===== src/rtl/timers_intc.sv =====
// rtl/timers_intc.sv - timer interrupt controller with sticky pending flags and optional overrun counters
// Optional feature: define TIMERS_INTC_OVR_CNT_EN to build the per-channel overrun counters.
module timers_intc #(
   parameter int TIMER_NUM = 4,
   parameter int OVR_WIDTH = 4
) (
   input  logic                           timer_clk,
   input  logic                           timer_rst,
   input  logic [TIMER_NUM-1:0]           timer_interrupt,
   input  logic [TIMER_NUM-1:0]           timer_en,
   input  logic [TIMER_NUM-1:0]           int_mask,
   input  logic [TIMER_NUM-1:0]           eoi,
   input  logic                           eoi_all,
   output logic [TIMER_NUM-1:0]           raw_status,
   output logic [TIMER_NUM-1:0]           int_status,
   output logic                           intr_out,
   output logic [TIMER_NUM*OVR_WIDTH-1:0] ovr_count
);

   logic [TIMER_NUM-1:0] int_d;
   logic [TIMER_NUM-1:0] evt;
   logic [TIMER_NUM-1:0] clr;
   logic                 armed;

   // armed stays low for the first clock after reset so a pulse already high at release is absorbed into int_d
   assign evt = timer_interrupt & ~int_d & timer_en & {TIMER_NUM{armed}};
   assign clr = eoi | {TIMER_NUM{eoi_all}};

   always_ff @(posedge timer_clk or posedge timer_rst) begin
      if (timer_rst) begin
         armed      <= 1'b0;
         int_d      <= '0;
         raw_status <= '0;
      end else begin
         armed <= 1'b1;
         for (int k = 0; k < TIMER_NUM; k++) begin
            if (!timer_en[k]) begin
               int_d[k]      <= 1'b0;
               raw_status[k] <= 1'b0;
            end else begin
               int_d[k] <= timer_interrupt[k];
               if (evt[k])
                  raw_status[k] <= 1'b1;
               else if (clr[k])
                  raw_status[k] <= 1'b0;
            end
         end
      end
   end

`ifdef TIMERS_INTC_OVR_CNT_EN
   logic [OVR_WIDTH-1:0] ovr [TIMER_NUM];

   // a set coinciding with a clear starts a fresh pending period, so the count restarts at 0
   always_ff @(posedge timer_clk or posedge timer_rst) begin
      if (timer_rst) begin
         for (int k = 0; k < TIMER_NUM; k++)
            ovr[k] <= '0;
      end else begin
         for (int k = 0; k < TIMER_NUM; k++) begin
            if (!timer_en[k])
               ovr[k] <= '0;
            else if (evt[k]) begin
               if (clr[k])
                  ovr[k] <= '0;
               else if (raw_status[k] && (ovr[k] != {OVR_WIDTH{1'b1}}))
                  ovr[k] <= ovr[k] + 1'b1;
            end else if (clr[k])
               ovr[k] <= '0;
         end
      end
   end

   for (genvar g = 0; g < TIMER_NUM; g++) begin : g_pack
      assign ovr_count[g*OVR_WIDTH +: OVR_WIDTH] = ovr[g];
   end
`else
   assign ovr_count = '0;
`endif

   assign int_status = raw_status & ~int_mask;
   assign intr_out   = |int_status;

endmodule


===== config.mk =====
export PLATFORM = sky130hd
export DESIGN_NAME = timers_intc
export DESIGN_NICKNAME = d
export VERILOG_FILES = /design/src/rtl/timers_intc.sv
export SDC_FILE = /design/constraint.sdc
export NUM_CORES = 1
export LEC_CHECK = 0
export ABC_AREA = 1
export ABC_CLOCK_PERIOD_IN_PS = 1400
export CELL_PAD_IN_SITES_DETAIL_PLACEMENT = 2
export CELL_PAD_IN_SITES_GLOBAL_PLACEMENT = 2
export CORE_AREA = 2 2 62 64
export CTS_CLUSTER_DIAMETER = 120
export CTS_CLUSTER_SIZE = 28
export DETAILED_ROUTE_END_ITERATION = 12
export DIE_AREA = 0 0 64 66
export GPL_ROUTABILITY_DRIVEN = 0
export MAX_ROUTING_LAYER = met4
export PLACE_DENSITY = 0.85
export SKIP_LAST_GASP = 1
export SLEW_MARGIN = 20
export SYNTH_ARGS = -nofsm -noshare
export SYNTH_HDL_FRONTEND = slang
export SYNTH_SLANG_ARGS = --single-unit

===== constraint.sdc =====
create_clock -name timer_clk -period 1.4 [get_ports timer_clk]
set_clock_uncertainty 0.1 [all_clocks]
set_input_delay 0.28 -clock timer_clk [delete_from_list [all_inputs] [get_ports timer_clk]]
set_output_delay 0.28 -clock timer_clk [all_outputs]
set_load 0.005 [all_outputs]

==> results.json, run 1 <==
{
  "endpoint_kind": "output port",
  "dr.pass1.iters": 3,
  "clock_tree.root_cell": "clkbuf_4",
  "syn_inst": 73,
  "fmax_mhz": 702,
  "status": "finished with violations",
  "synth.distinct_cells": 8,
  "drtAntennaViolNets": 0,
  "dieArea_sq_um": 4220,
  "io_buffers": 27,
  "core_area_sq_um": 3550,
  "setup_ws_ps": -24.1,
  "wl_per_cell_um": 9.50,
  "grt_max_degree": 10,
  "hold_path.class": "primary input to asynchronous set/reset pin",
  "antenna_found_initial": 0,
  "rsz0062_at_grt": "yes",
  "cts_hold_buf": 0,
  "synth-seq-cells": 9,
  "setup_viol": 1,
  "area_growth_pct": 57.6,
  "path_class": "flop to output port",
  "placed_cells": 151,
  "h-tree-depth": 1,
  "synth.cell_area_sq_um": 541,
  "yosys_warnings": 0,
  "final.min_clock_period_ps": 1420,
  "cellLeakagePower_uw": 0.000524,
  "final_common_cell": "inv_1",
  "power_uw": 600,
  "r2r-start": "raw_status[3]",
  "grt_pass1_vias": 538,
  "grt_pass1_wl_um": 2420,
  "n_antenna_cell": 0,
  "violations": "setup timing",
  "start_util_pct": 15.2,
  "die_w_um": 64,
  "numCtsBuffers": 3,
  "finalCoreUtilization_pct": 24.0,
  "cts_sinks": 9,
  "vias_per_cell": 3.26,
  "cp.required_ps": 1020,
  "routed_wl_um": 1480,
  "placed_area_sq_um": 837,
  "stdcell_count": 156,
  "final_cell_mix": "19 x inv_1, 17 x conb_1, 14 x clkdlybuf4s50_1, 12 x nand2_1, 9 x dfrtp_1",
  "max_cap_viol_count": 0,
  "ir_drop_uv": 117,
  "nets": 128,
  "clkTransAtPathRegs_ps": 60,
  "ys_seq_area_share_pct": 41.7,
  "hold_ws_ps": 202,
  "hold_violations": 0,
  "stdcell_area_sq_um": 852,
  "reg2reg_to": "raw_status[3]",
  "overflow": 0,
  "ff2ff_path_depth": 3,
  "p_per_area_nw_per_um2": 704,
  "drive_gt1_share_pct": 15.7,
  "cts_tree": "yes",
  "crit_path_start": "raw_status[3]",
  "ioPinCount": 44,
  "first_iter_violations": 4,
  "insertion_delay_ps": 250,
  "die_h_um": 66,
  "cts_buffer_depth": 2,
  "regToRegSetupSlack_ps": 540,
  "rows": 22,
  "critPathMaxFanout": 2,
  "drc_errors": 0,
  "dpl.hpwl_um": 1330,
  "vias": 508,
  "start_kind": "flop",
  "track_usage_pct": 7.78,
  "finalCritPeriodShare_pct": 102,
  "slew_violations": 0,
  "critPathArrivalTime_ps": 1040,
  "synth_area_per_cell_sq_um": 7.40
}
[power by group]
| part | switching, uW | internal (uW) |
|---|---|---|
| logic | 54.9 | 68.0 |
| registers | 6.71 | 272 |
| clock network | 87.9 | 110 |
| total | 149 | 450 |
[stage by stage]
stage	setup WS, ps	TNS [ps]
3_5_place_dp	-438	-1770
3_3_place_gp	-409	-1610
2_1_floorplan	416	0
4_1_cts	-50.9	-50.9
6_report	-24.1	-24.1
5_1_grt	-72.0	-78.3
[flip-flops by register name (all words and copies together) (netlist names)]
| register | count |
|---|---|
| raw_status | 4 |
| int_d | 4 |
| armed | 1 |
[worst max path at each step]
stage                     depth (start not counted)        to  slack [ps]
after global routing                              6  intr_out         -70
after floorplan                                   4  intr_out         420
final                                             6  intr_out         -20
after detailed placement                          7  intr_out        -440
after global placement                            7  intr_out        -410
after CTS                                         6  intr_out         -50
[synth_stat cells]
| cell type | number | area share, % |
|---|---|---|
| nor2_1 | 4 | 2.8 |
| dfrtp_1 | 9 | 42 |
| nand2_1 | 15 | 10 |
| inv_1 | 19 | 13 |
| nand4_1 | 4 | 4.6 |
| buf_4 | 16 | 22 |
| conb_1 | 2 | 1.4 |
| nand3_1 | 4 | 3.7 |
[logic make-up after synthesis]
kind of cell	Yosys count	share of synthesized area, %
other cells	2	1.39
buf+inv	35	35.4
simple gates	27	21.5
flops	9	41.7
[area by class of cell]
class,instances,area (sq um)
timing repair buffer,32,277
inverter,19,71.3
multi-input combinational,44,193
sequential,9,225
fill,426,2700
clock buffer,4,26.3
tap,48,60.1
[worst max-delay path, cell delays in order, from the launching register on]
cell and delay [ps]:
dfrtp_1 390, buf_6 120, nand2_4 50, nand2_2 40
inv_1 40, nand2_1 40, buf_2 120
[repair_timing]
item,in CTS,in global routing
setup endpoints to repair,9,5
endpoints found under the hold margin,0,0
setup buffers,1,0
resized for setup,28,7
pin swaps,3,1
[layer usage]
metal / wire [um] / GRT usage (%)
met5: 0 / -
met4: 4 / 3.26
met3: 122 / 2.39
met2: 829 / 15.2
met1: 525 / 6.84
No activity file was read; power rests on OpenSTA's default activity.
==> run 2, diff against run 1 <==
--- a/config.mk
+++ b/config.mk
@@ -9,11 +9,11 @@
 export ABC_CLOCK_PERIOD_IN_PS = 1400
 export CELL_PAD_IN_SITES_DETAIL_PLACEMENT = 2
 export CELL_PAD_IN_SITES_GLOBAL_PLACEMENT = 2
-export CORE_AREA = 2 2 62 64
+export CORE_AREA = 2 2 71 56
 export CTS_CLUSTER_DIAMETER = 120
 export CTS_CLUSTER_SIZE = 28
 export DETAILED_ROUTE_END_ITERATION = 12
-export DIE_AREA = 0 0 64 66
+export DIE_AREA = 0 0 73 58
 export GPL_ROUTABILITY_DRIVEN = 0
 export MAX_ROUTING_LAYER = met4
 export PLACE_DENSITY = 0.85
==> run 2 against run 1 <==
  * The flow now finishes without violations
  * Die area up 0.24%
  * Via count up 1.6%
  * Critical path depth unchanged
  * Setup slack better by 31 ps
  * Clock power up 54%
  * Sequential share of layout area down 1.3 points
  * Worst hold slack better by 31 ps
  * First-iteration DRC count up 75%
  * Utilization up 1.3 points
  * Largest power group is now clock
  * Highest routed layer unchanged
==> results.json, run 2 (synthesis gave the netlist of run 1 again) <==
{
  "hold_violations": 0,
  "io_buffers": 27,
  "critPathMaxFanout": 2,
  "overflow": 0,
  "dpl.hpwl_um": 1370,
  "start_kind": "flop",
  "power_uw": 717,
  "area_growth_pct": 65.7,
  "cts_tree": "yes",
  "vias": 516,
  "p_per_area_nw_per_um2": 800,
  "grt_pass1_wl_um": 2480,
  "critPathArrivalTime_ps": 1010,
  "hold_ws_ps": 233,
  "max_cap_viol_count": 0,
  "final.min_clock_period_ps": 1390,
  "cellLeakagePower_uw": 0.000575,
  "preCtsSetupSlack_ps": -427,
  "setup_ws_ps": 6.65,
  "drtAntennaViolNets": 0,
  "rows": 19,
  "first_iter_violations": 7,
  "die_h_um": 58,
  "final_cell_mix": "18 x inv_1, 17 x conb_1, 14 x clkdlybuf4s50_1, 11 x nand2_1, 9 x dfrtp_1",
  "final_common_cell": "inv_1",
  "placed_area_sq_um": 830,
  "n_antenna_cell": 0,
  "track_usage_pct": 8.45,
  "cts_sinks": 9,
  "grt_use_met3_pct": 3.48,
  "slew_violations": 0,
  "ir_drop_uv": 222,
  "core_area_sq_um": 3540,
  "dieArea_sq_um": 4230,
  "dr.pass1.iters": 3,
  "endpoint_kind": "output port",
  "grt.busiest_layer": "met2",
  "grt_max_degree": 10,
  "ioPinCount": 44,
  "cp.required_ps": 1020,
  "insertion_delay_ps": 230,
  "cts_hold_buf": 0,
  "cts_buffer_depth": 2,
  "hold_path.class": "primary input to asynchronous set/reset pin",
  "fmax_mhz": 718,
  "reg.largest.list": "int_d: 4 flops, raw_status: 4 flops, armed: 1 flops",
  "status": "complete, no violations",
  "die_w_um": 73,
  "wl_per_cell_um": 11.0,
  "stdcell_area_sq_um": 896,
  "vias_per_cell": 3.42,
  "clock_tree.root_cell": "clkbuf_8",
  "start_util_pct": 15.3,
  "stdcell_count": 151,
  "placed_cells": 145,
  "finalCritPeriodShare_pct": 99.5,
  "nets": 129,
  "fillers": 423,
  "drive_gt1_share_pct": 17.4,
  "numCtsBuffers": 3,
  "drc_errors": 0,
  "grt_use_met2_pct": 15.6,
  "met1_usage_pct": 7.71,
  "rsz0062_at_grt": "yes",
  "routed_wl_um": 1660,
  "path_class": "flop to output port",
  "antenna_found_initial": 0,
  "clkTransAtPathRegs_ps": 50,
  "setup_viol": 0,
  "h-tree-depth": 1,
  "grt_pass1_vias": 547
}
-- run 2: what timing repair did --
item / CTS / global route
endpoints found under the hold margin: 0 / 0
endpoints found under the setup margin: 9 / 9
pin swaps: 0 / 5
resized for setup: 22 / 16
buffers inserted: 2 / 0
-- run 2: layout make-up --
| cell class | count | area [sq um] | area share, % |
|---|---|---|---|
| inverter | 19 | 71.3 | 7.96 |
| sequential | 9 | 225 | 25.1 |
| tap | 42 | 52.6 | 5.87 |
| timing repair buffer | 33 | 307 | 34.2 |
| clock buffer | 4 | 45.0 | 5.03 |
| multi-input combinational | 44 | 195 | 21.8 |
-- run 2: power breakdown --
group	total (uW)	switching, uW	internal [uW]
combinational	132	58.5	73.0
sequential	280	6.85	273
clock	305	106	199
-- run 2: per-layer routing --
metal	routed length (um)	part of all wire, %
met1	556	33
met5	0	0
met4	24	1.4
met3	130	7.8
met2	949	57
-- run 2: stage by stage --
step,setup TNS (ps),util (%)
6_report,0,25.3
4_1_cts,-171,24.4
5_1_grt,-94.3,25.3
3_5_place_dp,-1720,23.4
2_1_floorplan,0,-
3_3_place_gp,-1640,23.4
-- run 2: worst paths after layout --
kind                                    start       endpoint  slack [ps]  cells after the start
worst max-delay path            raw_status[2]       intr_out           7                      6
worst min-delay path                timer_rst       int_d[0]         230                      2
worst max register to register  raw_status[1]  raw_status[1]         510                      3
worst min register to register       int_d[3]  raw_status[3]         400                      3
max in group asynchronous           timer_rst  raw_status[3]         700                      2
min in group timer_clk               int_d[3]  raw_status[3]         400                      3
-- run 2: worst max-delay path, stage by stage, from the launching register on --
cell	delay (ps)
dfrtp_1	380
buf_6	120
nand2_4	50
nand2_2	50
inv_2	40
nand2_1	40
clkbuf_2	100
==> run 3, diff against run 2 <==
--- a/config.mk
+++ b/config.mk
@@ -7,7 +7,7 @@
 export LEC_CHECK = 0
 export ABC_AREA = 1
 export ABC_CLOCK_PERIOD_IN_PS = 1400
-export CELL_PAD_IN_SITES_DETAIL_PLACEMENT = 2
+export CELL_PAD_IN_SITES_DETAIL_PLACEMENT = 1
 export CELL_PAD_IN_SITES_GLOBAL_PLACEMENT = 2
 export CORE_AREA = 2 2 71 56
 export CTS_CLUSTER_DIAMETER = 120
@@ -18,7 +18,7 @@
 export MAX_ROUTING_LAYER = met4
 export PLACE_DENSITY = 0.85
 export SKIP_LAST_GASP = 1
-export SLEW_MARGIN = 20
+export SLEW_MARGIN = 10
 export SYNTH_ARGS = -nofsm -noshare
 export SYNTH_HDL_FRONTEND = slang
 export SYNTH_SLANG_ARGS = --single-unit
==> run 3 against run 2 <==
  * Routed wire length fell by 22%
  * Global-route usage decreased by 1.6 points
  * Register-to-register slack better by 30 ps
  * Non-clock buffer count did not move
  * Sequential power about the same
  * Power shrank 2.4%
  * Count of clock-buffer cells in the layout did not move
  * Utilization is the same
  * Flip-flop and latch count did not move
  * Via count down 1.6%
  * Die area unchanged
  * Clock power down 4%
  * Critical path type unchanged
  * Critical endpoint unchanged
  * Largest power group unchanged
==> results.json, run 3 (synthesis gave the netlist of run 1 again) <==
{
  "status": "complete, no violations",
  "power_uw": 700,
  "max_cap_viol_count": 0,
  "reg.largest.list": "int_d: 4 flops, raw_status: 4 flops, armed: 1 flops",
  "insertion_delay_ps": 230,
  "dpl.hpwl_um": 1150,
  "antenna_found_initial": 0,
  "die_h_um": 58,
  "rsz0062_at_grt": "yes",
  "p_per_area_nw_per_um2": 781,
  "placed_area_sq_um": 830,
  "overflow": 0,
  "vias": 508,
  "numCtsBuffers": 3,
  "critPathMaxFanout": 2,
  "start_util_pct": 15.3,
  "rows": 19,
  "grt_max_degree": 10,
  "die_w_um": 73,
  "cpMaxStageDelayCell": "dfrtp_1",
  "max_stage_delay_ps": 380,
  "dr.pass1.iters": 2,
  "dieArea_sq_um": 4230,
  "first_iter_violations": 4,
  "ioPinCount": 44,
  "path_cells": "buf_6, nand2_4, nand2_2, inv_2, nand2_1, clkbuf_2",
  "vias_per_cell": 3.36,
  "fmax_mhz": 715,
  "area_growth_pct": 65.7,
  "cts_buffer_depth": 2,
  "n_antenna_cell": 0,
  "ir_drop_uv": 201,
  "routed_wl_um": 1290,
  "critPathArrivalTime_ps": 1020,
  "cts_sinks": 9,
  "wl_per_cell_um": 8.56,
  "h-tree-depth": 1,
  "stdcell_area_sq_um": 896,
  "clock_tree.root_cell": "clkbuf_8",
  "setup_tns_ps": 0,
  "clkTransAtPathRegs_ps": 40,
  "drc_errors": 0,
  "nets": 129,
  "core_area_sq_um": 3540,
  "finalCritPeriodShare_pct": 99.9,
  "setup_ws_ps": 0.912,
  "hold_ws_ps": 220,
  "final_cell_mix": "18 x inv_1, 17 x conb_1, 14 x clkdlybuf4s50_1, 11 x nand2_1, 9 x dfrtp_1",
  "path_class": "flop to output port",
  "setup_viol": 0,
  "endpoint_kind": "output port",
  "slew_violations": 0,
  "cp.required_ps": 1020,
  "final.min_clock_period_ps": 1400,
  "grt_pass1_wl_um": 2050,
  "hold_path.class": "primary input to asynchronous set/reset pin",
  "cts_tree": "yes",
  "track_usage_pct": 6.82,
  "grt_pass1_vias": 497,
  "final_common_cell": "inv_1",
  "hold_violations": 0,
  "drtAntennaViolNets": 0,
  "io_buffers": 27,
  "start_kind": "flop",
  "preCtsSetupSlack_ps": -422,
  "drive_gt1_share_pct": 17.4,
  "cellLeakagePower_uw": 0.000575
}
==> run 3: cell counts in the layout (fill, tap and decap cells not counted) <==
Identical to the previous run, type by type.
==> run 3: path summary, 6_finish.rpt <==
path	startpoint	end	slack (ps)	depth (start not counted)
setup / recovery	raw_status[2]	intr_out	0.9	6
hold / removal	timer_rst	int_d[3]	220	2
setup reg to reg	raw_status[2]	raw_status[2]	540	3
hold reg to reg	int_d[0]	raw_status[0]	390	3
max in group asynchronous	timer_rst	raw_status[1]	720	2
min in group timer_clk	int_d[0]	raw_status[0]	390	3
==> run 3: cell type report <==
cell class              count  area [sq um]
clock buffers               4          45.0
fillers                   430          2650
inverters                  19          71.3
multi-input cells          44           195
flip-flops and latches      9           225
well taps                  42          52.6
repair buffers             33           307
==> run 3: through the flow <==
step / util, % / instances
after floorplan: - / 88
after global placement: 23.4 / 145
after detailed placement: 23.4 / 145
after CTS: 24.4 / 151
after global routing: 25.3 / 151
final: 25.3 / 151
==> run 3: metal layers <==
layer | GRT usage (%) | routed length, um | vias to the layer above
li1 | - | - | 249
met1 | 6.51 | 437 | 236
met2 | 12.1 | 738 | 21
met3 | 3.13 | 108 | 2
met4 | 2.38 | 8 | 0
met5 | - | 0 | -
==> run 3: report_power, final <==
part / internal, uW / leakage (uW) / switching (uW)
registers: 273 / 0.000117 / 6.72
clock network: 198 / 0.0000228 / 94.7
logic: 73.2 / 0.000435 / 53.8
==> run 3: critical path: cells and delay by family (launching register included) <==
family	cells	cell delay, ps
buffers and inverters	3	260
flip-flops	1	380
AND/OR/NAND/NOR	3	150
==> run 3: repair_timing <==
item	CTS	global route
hold buffers	0	0
endpoints found under the hold margin	0	0
buffers inserted	2	0
pin swaps	1	5
resized for setup	22	16
endpoints found under the setup margin	9	9
